File: src/rtl/fetch_issue_queue.sv
// Instruction buffer between fetch and dual-issue decode: accepts fetch groups,
// presents the oldest instructions in program order, and is flushed on redirect.
module fetch_issue_queue #(
  parameter int unsigned XLEN    = 32,
  parameter int unsigned FETCH_W = 2,
  parameter int unsigned ISSUE_W = 2,
  parameter int unsigned DEPTH   = 8
) (
  input  logic                           clk,
  input  logic                           reset,
  input  logic                           flush,
  input  logic                           fetch_valid,
  input  logic [XLEN-1:0]                fetch_pc,
  input  logic [FETCH_W*32-1:0]          fetch_instr,
  input  logic [FETCH_W-1:0]             fetch_mask,
  output logic                           fetch_ready,
  output logic [ISSUE_W-1:0]             issue_valid,
  output logic [ISSUE_W*32-1:0]          issue_instr,
  output logic [ISSUE_W*XLEN-1:0]        issue_pc,
  input  logic [$clog2(ISSUE_W+1)-1:0]   issue_take,
  output logic [$clog2(DEPTH+1)-1:0]     occupancy,
  output logic                           err
);

  localparam int unsigned ptrW = (DEPTH > 1) ? $clog2(DEPTH) : 1;
  localparam int unsigned cntW = $clog2(DEPTH + 1);
  localparam logic [31:0] nopInstr = 32'h0000_0013;

  typedef struct packed {
    logic [31:0]     instr;
    logic [XLEN-1:0] pc;
  } entryT;

  entryT           mem [DEPTH];
  logic [ptrW-1:0] head;
  logic [ptrW-1:0] tail;
  logic [cntW-1:0] count;

  logic [cntW-1:0] runLen;
  logic            runBroken;
  logic [cntW-1:0] pushN;
  logic [cntW-1:0] popK;
  logic            pushFire;
  logic            overTake;
  logic            overflowErr;
  logic            underflowErr;

  // Only the contiguous run of valid slots starting at slot 0 is accepted
  always_comb begin
    runLen    = '0;
    runBroken = 1'b0;
    for (int i = 0; i < int'(FETCH_W); i++) begin
      if (!runBroken && fetch_mask[i]) begin
        runLen = runLen + cntW'(1);
      end else begin
        runBroken = 1'b1;
      end
    end
  end

  // Conservative: ignores any pop happening in the same cycle
  assign fetch_ready  = (32'(DEPTH) - 32'(count)) >= 32'(FETCH_W);
  assign pushFire     = fetch_valid & fetch_ready & ~flush;
  assign overTake     = 32'(issue_take) > 32'(count);
  assign overflowErr  = fetch_valid & ~fetch_ready & ~flush;
  assign underflowErr = overTake & ~flush;
  assign pushN        = pushFire ? runLen : '0;
  assign popK         = overTake ? count : cntW'(issue_take);

  always_ff @(posedge clk or negedge reset) begin
    if (!reset) begin
      head  <= '0;
      tail  <= '0;
      count <= '0;
      err   <= 1'b0;
    end else begin
      if (flush) begin
        head  <= '0;
        tail  <= '0;
        count <= '0;
      end else begin
        head  <= head + ptrW'(popK);
        tail  <= tail + ptrW'(pushN);
        count <= count + pushN - popK;
      end
      if (overflowErr || underflowErr) begin
        err <= 1'b1;
      end
    end
  end

  // Entry storage needs no reset: issue slots are gated by count
  always_ff @(posedge clk) begin
    for (int i = 0; i < int'(FETCH_W); i++) begin
      if (pushFire && (32'(i) < 32'(runLen))) begin
        mem[tail + ptrW'(i)] <= '{instr: fetch_instr[32*i +: 32],
                                  pc:    fetch_pc + XLEN'(4 * i)};
      end
    end
  end

  always_comb begin
    issue_valid = '0;
    issue_instr = {ISSUE_W{nopInstr}};
    issue_pc    = '0;
    for (int j = 0; j < int'(ISSUE_W); j++) begin
      if (32'(j) < 32'(count)) begin
        issue_valid[j]             = 1'b1;
        issue_instr[32*j +: 32]    = mem[head + ptrW'(j)].instr;
        issue_pc[XLEN*j +: XLEN]   = mem[head + ptrW'(j)].pc;
      end
    end
  end

  assign occupancy = count;

endmodule

File: config.mk
export PLATFORM = sky130hd
export DESIGN_NAME = fetch_issue_queue
export DESIGN_NICKNAME = d
export VERILOG_FILES = /design/src/rtl/fetch_issue_queue.sv
export SDC_FILE = /design/constraint.sdc
export NUM_CORES = 1
export LEC_CHECK = 0
export BUFFER_PORTS_ARGS = -buffer_cell sky130_fd_sc_hd__buf_4
export CORE_UTILIZATION = 49
export DETAILED_ROUTE_END_ITERATION = 8
export PLACE_DENSITY = 0.66
export SYNTH_ARGS = -nofsm -noshare
export SYNTH_HDL_FRONTEND = slang
export SYNTH_SLANG_ARGS = --single-unit
File: constraint.sdc
create_clock -name clk -period 11.87 [get_ports clk]
set_clock_uncertainty 0.2 [all_clocks]
set_input_delay 1.187 -clock clk [delete_from_list [all_inputs] [get_ports clk]]
set_output_delay 1.187 -clock clk [all_outputs]
set_load 0.005 [all_outputs]
### Word-level counts from Yosys, hierarchy flattened

Memories as Yosys holds them, arrays and structs flattened.
Cells that the tools add are included.

* reduce and logical (&&, ||, !) cells: 4
* magnitude comparators: 6
* bitwise logic cells: 7
* add/subtract/negate cells: 9
* mux-type cells: 17

Operators by type and width (count)
* $mux W32: 4
* $add A32 B3 Y32 const B: 1
* $ge A32 B2 Y1 const B: 1
* $mux W4: 3
* $lt A1 B4 Y1 const A: 2
* $mux W1: 7
* $add A3 B1 Y3 const B: 2
* $add A3 B3 Y3: 2
* $mux W3: 2
* $and A1 B1 Y1: 5
* $sub A4 B4 Y5 const A: 1
* $add A4 B4 Y4: 1
* $gt A2 B4 Y1: 1
* $lt A1 B2 Y1 const A: 2
* $sub A4 B4 Y4: 1
* $logic_and A1 B1 Y1: 3
* $add A1 B1 Y2 const B: 1
* $mux W2: 1
* $not A1 Y1: 2
* $logic_or A1 B1 Y1: 1

* bits in registers: 11
* memories: 1
* RAM bits: 512
* output and inout port bits: 136

Memory list
* mem: depth 8, bits a word 64, rd ports 2, clocked after memory_dff 0, wr ports 2, line 34 `entryT mem [DEPTH];`

### Depth between registers and ports, before layout

* depth after elaboration: 8
* depth in mapped cells: 17
* gate-level depth less buffers: 15

### Worst setup path before layout

OpenSTA, ideal clock, no wires.

* path kind: flip-flop to flip-flop
* start point: reg count[2], in the netlist occupancy[2]
* end point: mem mem[5][0] (netlist bit), enable pin
* cell stages (with the launch flop): 11
* period minus slack after synthesis: 5.885 ns
* arrival time: 5.178 ns
* data required time: 11.163 ns
* slack: 5.985 ns
* path through: dfrtp_1 -> inv_1 -> ha_1 -> nor3b_1 -> o211ai_2 -> clkbuf_1 -> nor2_1 -> inv_1 -> nand4b_1 -> clkbuf_1 -> a21oi_1

RTL lines
* start, declared: line 37 `logic [cntW-1:0] count;`
* start signal, assigned: line 84 `count <= count + pushN - popK;`
* end, declared: line 34

### Worst setup path in the final report

* start point: reg head[2]
* end point: out issue_pc[59]

* cells in the longest elaborated chain, start to end: 3

RTL lines
* start, declared: line 35 `logic [ptrW-1:0] head;`
* start signal, assigned: line 82 `head <= head + ptrW'(popK);`
* $add A3 B1 Y3: line 110 `issue_pc[XLEN*j +: XLEN] = mem[head + ptrW'(j)].pc;`
* $mem_v2 Z8 W64
* $mux W32: line 107 `if (32'(j) < 32'(count)) begin`
* end, declared: line 19 `output logic [ISSUE_W*XLEN-1:0] issue_pc,`

No other way between the ends.

==> flow_summary.yaml <==
status:
  status: "finished, final reports clean"
logic_synthesis:
  synth-main-ff-cell: "edfxtp_1"
  ys_warn_count: 0
  netlist_area_sq_um: 31700
  synth_fp_nets: 2947
  async_flop_share_pct: 2.10
  yosysSeqAreaShare_pct: 49.3
  synth_edf_count: 512
  ys_ff_latch: 523
  postSynthCellCount: 2824
  synth.distinct_cells: 49
  syn_avg_cell_area_sq_um: 11.2
setup_path:
  start_kind: "flip-flop"
  crit_required_ns: 10.48
  worst_setup_path_end_kind: "output port"
  reg2reg_to: "mem[4][56]"
  slowest_stage: "dfrtp_4"
  critPathMaxStageDelay_ns: 0.94
  cp.buffers_inverters: 3
  r2r_slack_ns: 5.96
  rr_worst_depth: 9
  crit_type: "flip-flop to output port"
  critPathMaxFanout: 52
  crit_family: "buffers and inverters"
  crit_top_cell: "buf_4"
  path_cells: "buf_4 > xor2_4 > buf_4 > nand2_1 > a21oi_1 > buf_4"
  reg2reg_from: "occupancy[1]"
  crit_arrival_ns: 4.81
global_routing:
  grt_max_degree: 70
  antenna_found_initial: 11
  grt_pass1_wl_mm: 146
  grt_pass1_vias: 23549
  grt_usage_pct: 29.8
  grt_overflow: 0
clock_tree:
  cts_buffers: 54
  path_clk_slew_ns: 0.06
  cts-root-buf: "clkbuf_16"
  cts_tree: "done"
  cts_resized: 0
  clock_sinks: 523
  htreeDepth: 2
  clock_latency_ns: 0.62
  cts_hold_buf: 0
  cts_buffer_depth: 3
  post-cts-setup-buffer-count: 0
final_layout:
  syn_to_final_growth_pct: 12.1
  layout.cells.non_filler: 3773
  drive_gt1_share_pct: 22.5
  nNetsFinal: 3003
placement:
  gp_congestion: 0.790
  pre_cts_ws_ns: 6.01
  io_buffers: 239
  dpl.cell_count: 3670
  place_hpwl_mm: 57.6
sta:
  slew_headroom_pct: 14.7
  hold_viol_final: 0
  setup_viol: 0
  timing.final.crit_share_pct: 52.2
  slew_viol_final: 0
  tns_ns: 0
  fmax_mhz: 161
  timing.final.ws_setup_ns: 5.67
  rsz0062_at_grt: "no"
  tightestPinTransition_ns: 1.27
  fin_crit_ns: 6.20
min_path:
  min_path_type: "input port to asynchronous set/reset pin"
run:
  max-cap-violations: 0
die:
  io_pins: 240
  start_util_pct: 50.0
  core_sq_um: 63500
  row_count: 92
  die_h_um: 257
  die_w_um: 257
  dieArea_sq_um: 65800
pwr:
  peakVddDrop_uv: 151
  p_per_area_nw_per_um2: 213
  power_leakage_uw: 0.0128
route:
  wl_per_cell_um: 25.9
  vias: 23059
  dr.pass1.iters: 6
  vias_per_cell: 6.11
  ant_nets: 0
  first_iter_violations: 2842
  drc: 0
  totalWireLength_mm: 97.8
-- sequential cells by signal, indices dropped and copies added, names as in the netlist --
| name | cells |
|---|---|
| occupancy | 4 |
| mem | 512 |
| head | 3 |
| err | 1 |
| tail | 3 |
-- worst max-delay path by stage --
stage / start / endpoint / slack (ns) / cells after the start
floorplan: occupancy[2] / mem[5][0] / 5.99 / 10
global placement: occupancy[1] / mem[7][15] / 6.16 / 9
detailed placement: occupancy[1] / mem[6][46] / 6.01 / 9
CTS: head[2] / issue_pc[59] / 5.74 / 6
global route: head[0] / issue_instr[33] / 5.64 / 6
finish: head[2] / issue_pc[59] / 5.67 / 6
-- placed cells by master (no fill, tap or decap), drive strengths merged, types with 4 or more instances in the layout --
master,instances
mux4,256
o211ai,9
bufinv,6
nand2,1031
and2,4
nor3,24
nor2,190
clkbuf,73
xor2,115
a21oi,65
nor4,8
nor2b,6
xnor2,126
ha,15
nand4,23
o21ai,6
fa,4
o211a,7
a31oi,6
dfrtp,11
mux2i,64
and3,5
and4,4
inv,20
edfxtp,512
nand3,22
clkinv,18
buf,275
-- cells by family after synthesis --
kind of cell | count (synthesis) | share of synthesized area, %
AND/OR/NAND/NOR | 1327 | 16.8
flip-flops | 523 | 49.3
multiplexers | 320 | 20.2
buffers and inverters | 293 | 4.22
XOR/XNOR | 241 | 6.65
AO/OA/AOI/OAI | 101 | 2.02
adder cells (fa/ha/maj) | 19 | 0.844
-- synthesized netlist by cell type (all sizes together), types with 5 or more instances --
cell type | instances | area (sq um)
o21ai | 6 | 37.5
o211ai | 9 | 87.6
nand3 | 22 | 123
edfxtp | 512 | 15400
nor3 | 24 | 120
nand4 | 23 | 144
mux4 | 256 | 5770
o211a | 7 | 70.1
inv | 18 | 67.6
nand2 | 1031 | 3870
nor2 | 190 | 756
xnor2 | 126 | 1100
and3 | 5 | 31.3
a21oi | 65 | 325
clkbuf | 173 | 689
dfrtp | 11 | 275
buf | 102 | 583
nor2b | 6 | 37.5
mux2i | 64 | 641
a31oi | 6 | 37.5
nor4 | 8 | 95.1
xor2 | 115 | 1010
ha | 15 | 188
-- stage by stage --
step,hold WS (ns),utilization [%],total power [uW],cell area (sq um)
after detailed placement,0.279,53.3,5910,33800
after floorplan,0.268,-,4480,31700
after global routing,0.190,56.0,7910,35600
after global placement,0.267,53.3,5870,33800
final,0.191,56.0,7580,35600
after CTS,0.175,56.0,7610,35600
-- area by class of cell --
cell class / instances / area, sq um
timing repair buffer: 275 / 2060
multi-input combinational: 2008 / 15000
clock buffer: 73 / 1440
tap: 846 / 1060
sequential: 523 / 15700
antenna: 3 / 7.51
fill: 5264 / 28000
inverter: 18 / 67.6
clock inverter: 27 / 290
-- worst register-to-register path, stage by stage (launching register included) --
cell and delay, ns:
dfrtp_1 0.53, inv_1 0.14, ha_1 0.23, o31ai_1 0.10
and2_1 0.90, nor2_1 0.14, inv_1 0.38, nand4b_1 0.94
nor2_4 1.08, buf_4 0.85
-- metal layers --
layer  track usage, %  share of wire (%)
met2             50.3                 49
met4             12.2                4.1
met1             37.8                 37
met5                0               0.13
met3             5.80                9.6
-- where the power goes --
| group | switching (uW) | leakage, uW | internal, uW | total (uW) |
|---|---|---|---|---|
| logic | 1910 | 0.00726 | 1760 | 3670 |
| registers | 111 | 0.00475 | 2090 | 2200 |
| clock network | 733 | 0.000838 | 982 | 1720 |
Note: power is estimated with default switching activity, not from simulation.
